$ cat config.mk
export PLATFORM = sky130hd
export DESIGN_NAME = flexbex_clock_gate_ctrl
export DESIGN_NICKNAME = d
export VERILOG_FILES = /design/src/rtl/flexbex_clock_gate_ctrl.sv
export SDC_FILE = /design/constraint.sdc
export NUM_CORES = 1
export LEC_CHECK = 0
export BUFFER_PORTS_ARGS = -buffer_cell sky130_fd_sc_hd__buf_2
export CORE_AREA = 2 2 39 41
export CTS_CLUSTER_SIZE = 16
export DETAILED_ROUTE_END_ITERATION = 12
export DIE_AREA = 0 0 41 43
export MAX_ROUTING_LAYER = met4
export PLACE_DENSITY = 0.62
export SYNTH_ARGS = -nofsm -noshare
export SYNTH_HDL_FRONTEND = slang
export SYNTH_SLANG_ARGS = --single-unit
$ cat constraint.sdc
create_clock -name clk_i -period 1.8 [get_ports clk_i]
set_clock_uncertainty 0.15 [all_clocks]
set_input_delay 0.36 -clock clk_i [delete_from_list [all_inputs] [get_ports clk_i]]
set_output_delay 0.36 -clock clk_i [all_outputs]
set_load 0.02 [all_outputs]
$ cat src/rtl/flexbex_clock_gate_ctrl.sv
// Core clock-gate controller: RUN -> DRAIN -> SLEEP -> WAKE sequencing of the core clock enable.
// Optional sleep-cycle statistics counter is compiled in with FLEXBEX_SLEEP_STATS_EN.
module flexbex_clock_gate_ctrl #(
    parameter int unsigned IDLE_CYCLES = 4,
    parameter int unsigned WAKE_CYCLES = 2
) (
    input  logic        clk_i,
    input  logic        rst_ni,
    input  logic        sleep_req_i,
    input  logic        core_busy_i,
    input  logic        irq_pending_i,
    input  logic        debug_req_i,
    input  logic        test_en_i,
    output logic        clock_en_o,
    output logic        core_sleep_o
`ifdef FLEXBEX_SLEEP_STATS_EN
    ,
    output logic [31:0] sleep_cycles_o
`endif
);

    typedef enum logic [1:0] {
        ST_RUN   = 2'd0,
        ST_DRAIN = 2'd1,
        ST_SLEEP = 2'd2,
        ST_WAKE  = 2'd3
    } state_e;

    localparam logic [3:0] IDLE_LAST = 4'(IDLE_CYCLES - 1);
    localparam logic [3:0] WAKE_LAST = 4'(WAKE_CYCLES - 1);

    state_e     state_reg;
    state_e     state_next;
    logic [3:0] cnt_reg;
    logic [3:0] cnt_next;
    logic       wake_evt;

    assign wake_evt = irq_pending_i | debug_req_i;

    // The counter is shared: idle-cycle count in DRAIN, elapsed wake cycles in WAKE.
    always_comb begin
        state_next = state_reg;
        cnt_next   = cnt_reg;
        case (state_reg)
            ST_RUN: begin
                if (sleep_req_i && !wake_evt) begin
                    state_next = ST_DRAIN;
                    cnt_next   = '0;
                end
            end
            ST_DRAIN: begin
                // Wake or withdrawn request beats a completing idle count.
                if (wake_evt || !sleep_req_i) begin
                    state_next = ST_RUN;
                    cnt_next   = '0;
                end else if (cnt_reg == IDLE_LAST && !core_busy_i && !test_en_i) begin
                    state_next = ST_SLEEP;
                    cnt_next   = '0;
                end else if (core_busy_i) begin
                    cnt_next = '0;
                end else if (cnt_reg != IDLE_LAST) begin
                    cnt_next = cnt_reg + 4'd1;
                end
            end
            ST_SLEEP: begin
                if (wake_evt) begin
                    state_next = ST_WAKE;
                    cnt_next   = '0;
                end
            end
            ST_WAKE: begin
                if (cnt_reg == WAKE_LAST) begin
                    state_next = ST_RUN;
                    cnt_next   = '0;
                end else begin
                    cnt_next = cnt_reg + 4'd1;
                end
            end
            default: begin
                state_next = ST_RUN;
                cnt_next   = '0;
            end
        endcase
    end

    // Outputs are registered alongside the state so they are a pure function of it.
    always_ff @(posedge clk_i or negedge rst_ni) begin
        if (!rst_ni) begin
            state_reg    <= ST_RUN;
            cnt_reg      <= '0;
            clock_en_o   <= 1'b1;
            core_sleep_o <= 1'b0;
        end else begin
            state_reg    <= state_next;
            cnt_reg      <= cnt_next;
            clock_en_o   <= (state_next != ST_SLEEP);
            core_sleep_o <= (state_next == ST_SLEEP) || (state_next == ST_WAKE);
        end
    end

`ifdef FLEXBEX_SLEEP_STATS_EN
    logic [31:0] sleep_cycles_reg;

    always_ff @(posedge clk_i or negedge rst_ni) begin
        if (!rst_ni) begin
            sleep_cycles_reg <= '0;
        end else if (state_reg == ST_SLEEP && sleep_cycles_reg != 32'hFFFF_FFFF) begin
            sleep_cycles_reg <= sleep_cycles_reg + 32'd1;
        end
    end

    assign sleep_cycles_o = sleep_cycles_reg;
`endif

endmodule

==> metrics.yaml <==
path_clk_slew_ns: 0.06
cts.htree.levels: 1
path_cells: "ha_2, nor4b_4, nand2_1, a32o_2, a41oi_2, a31oi_1"
critical_path_required_ns: 1.78
rsz0062_at_grt: "false"
clock_path_buffers: 2
setup_viol: 0
min_period_ns: 1.71
crit_fanout: 4
synth_cells: 44
drtPass1Iterations: 4
highest_layer: "met3"
worstRegToRegCells: 6
place_area_um2: 583
crit_slowest_cell: "dfrtp_1"
nNetsFinal: 74
wl_met2_um: 564
synthAdderAreaFrac_pct: 5.28
synth_simple_gate_area_share_pct: 23.2
rrSetupSlack_ns: 0.09
path_class: "reg2reg"
slew_violations: 0
r2r-end: "cnt_reg[3]$_DFFE_PN0P_"
cpPeakStageDelay_ns: 0.40
synth_cell_type_count: 23
synth_top_family_by_area: "compound AO/OA/AOI/OAI gates"
leakage_nw: 0.279
largest_reg_flops: 4
worstReg2RegStart: "cnt_reg[1]$_DFFE_PN0P_"
worst_slew_margin_rel_pct: 78.6
wl_met1_um: 428
ant_nets: 0
synthFlopType: "dfrtp_1"
synth_edf_count: 0
crit_family: "compound AO/OA/AOI/OAI gates"
fmax_mhz: 586
dr_total_vias: 405
async_flop_share_pct: 100
synth_compound_area_share_pct: 25.1
dieHeight_um: 43
cts_tree: "yes"
antenna_found_initial: 0
drive_gt1_share_pct: 46.9
io_pins: 9
hold_violations: 0
cts_root_buffer: "clkbuf_4"
powerDensity_nw_per_um2: 1430
crit_buf_inv: 0
place.port_buffers: 8
tightest_slew_ns: 0.320
clock_sinks: 8
synth_warnings: 0
syn_area_um2: 474
routabilityCongestion: 0.855
worst_hold_slack_ns: 0.323
outcome: "finished clean"
area_growth_pct: 37.2
setup_tns_ns: 0
routed_wl_um: 1020
route.met3.wl_um: 30
place_hpwl_um: 781
startpoint_type: "register"
ys_seq_area_share_pct: 42.5
wl_per_cell_um: 12.8
synth_seq_cells: 8
avgSynthCellArea_um2: 10.8
overflow: 0
fin_crit_sh_pct: 94.7
syn_nets: 53
pre_cts_ws_ns: 0.0669
stdcell_area_um2: 651
n_antenna_cell: 0
end_kind: "register"
grt_pass1_wl_um: 1630
core_area_um2: 1380
worst_slack_ns: 0.0946
arrival_ns: 1.69
insertion_delay_ns: 0.26
viasPerCell: 5.06
cts_buffers: 3
fp.dieW_um: 41
track_usage_pct: 14.5
rows: 14
cap_violations: 0
dieArea_um2: 1760
initial_core_util_pct: 34.3
synth.area.mux_share_pct: 0
grt_max_degree: 10
synth_xor_area_share_pct: 0
drtIter0Drc: 4
vdd_drop_max_uv: 518
drc: 0
grt_pass1_vias: 421
hold_class: "in2async"
-- layer usage --
| metal | vias to the layer above | global-route usage (%) |
|---|---|---|
| met1 | 195 | 14.0 |
| li1 | 203 | - |
| met5 | - | - |
| met2 | 7 | 23.8 |
| met4 | 0 | 10.0 |
| met3 | 0 | 3.14 |
-- layout make-up --
| class | count | area [µm²] |
|---|---|---|
| fill | 129 | 733 |
| clock buffer | 4 | 26.3 |
| inverter | 4 | 15.0 |
| tap | 16 | 20.0 |
| sequential | 8 | 201 |
| timing repair buffer | 17 | 110 |
| multi-input combinational | 31 | 278 |
-- power by group --
part / total, mW / internal, mW / switching (mW) / leakage [nW]
sequential: 0.320 / 0.252 / 0.0684 / 0.0992
combinational: 0.458 / 0.222 / 0.236 / 0.164
clock: 0.151 / 0.0851 / 0.0660 / 0.0150
total: 0.929 / 0.559 / 0.370 / 0.279
-- cell usage in the layout (no fill, tap or decap) --
cell type / instances
dlygate4sd3_1: 1
o22ai_1: 1
buf_4: 8
a21boi_0: 1
dfrtp_1: 7
inv_1: 4
nor3_2: 1
clkbuf_4: 3
nand2b_1: 1
a41o_2: 1
nand2_1: 5
ha_2: 1
nand2_2: 1
nor2_1: 2
nand3_1: 2
a31oi_1: 3
nor4b_4: 2
a41oi_2: 1
buf_2: 8
o311ai_2: 1
dfstp_2: 1
ha_1: 1
a41oi_4: 1
o21a_1: 1
clkbuf_1: 1
a21oi_1: 2
a32o_2: 1
nor2b_1: 1
o21ai_1: 1
-- repair_timing --
item,CTS,global route
setup buffers,0,1
hold buffers,1,0
setup endpoints to repair,0,3
resized for setup,0,4
hold endpoints to repair,7,0
-- how the worst max path moves through the flow --
stage | startpoint | endpoint | slack (ns) | cells after the start
finish | cnt_reg[1]$_DFFE_PN0P_ | cnt_reg[3]$_DFFE_PN0P_ | 0.09 | 6
global route | cnt_reg[1]$_DFFE_PN0P_ | cnt_reg[2]$_DFFE_PN0P_ | 0.004 | 6
CTS | cnt_reg[1]$_DFFE_PN0P_ | cnt_reg[2]$_DFFE_PN0P_ | 0.04 | 6
detailed placement | debug_req_i | cnt_reg[2]$_DFFE_PN0P_ | 0.07 | 6
global placement | debug_req_i | cnt_reg[2]$_DFFE_PN0P_ | 0.07 | 6
floorplan | cnt_reg[0]$_DFFE_PN0P_ | cnt_reg[3]$_DFFE_PN0P_ | 0.05 | 6
-- stage by stage --
step                      power, mW  utilization (%)  std cells
after global placement        0.726             42.1         74
after CTS                     0.900             44.8         79
after global routing           1.00             47.0         80
final                         0.929             47.0         80
after floorplan               0.576                -         44
after detailed placement      0.739             42.1         74
-- cell usage after synthesis, types with 2 or more instances --
master	instances	area share (%)
dfrtp_1	7	37
nand2_1	6	4.7
inv_1	4	3.2
a31oi_1	3	4.0
a21oi_1	2	2.1
ha_1	2	5.3
nand3_1	2	2.1
nor2_1	2	1.6
nor4b_4	2	10
-- kinds of logic (layout without fill, tap and decap cells) --
group,count (synthesis),after routing
fa+ha+maj,2,2
compound gates,14,14
buf+inv,5,25
flops,8,8
simple gates,15,15
No activity file was read; power rests on OpenSTA's default activity.
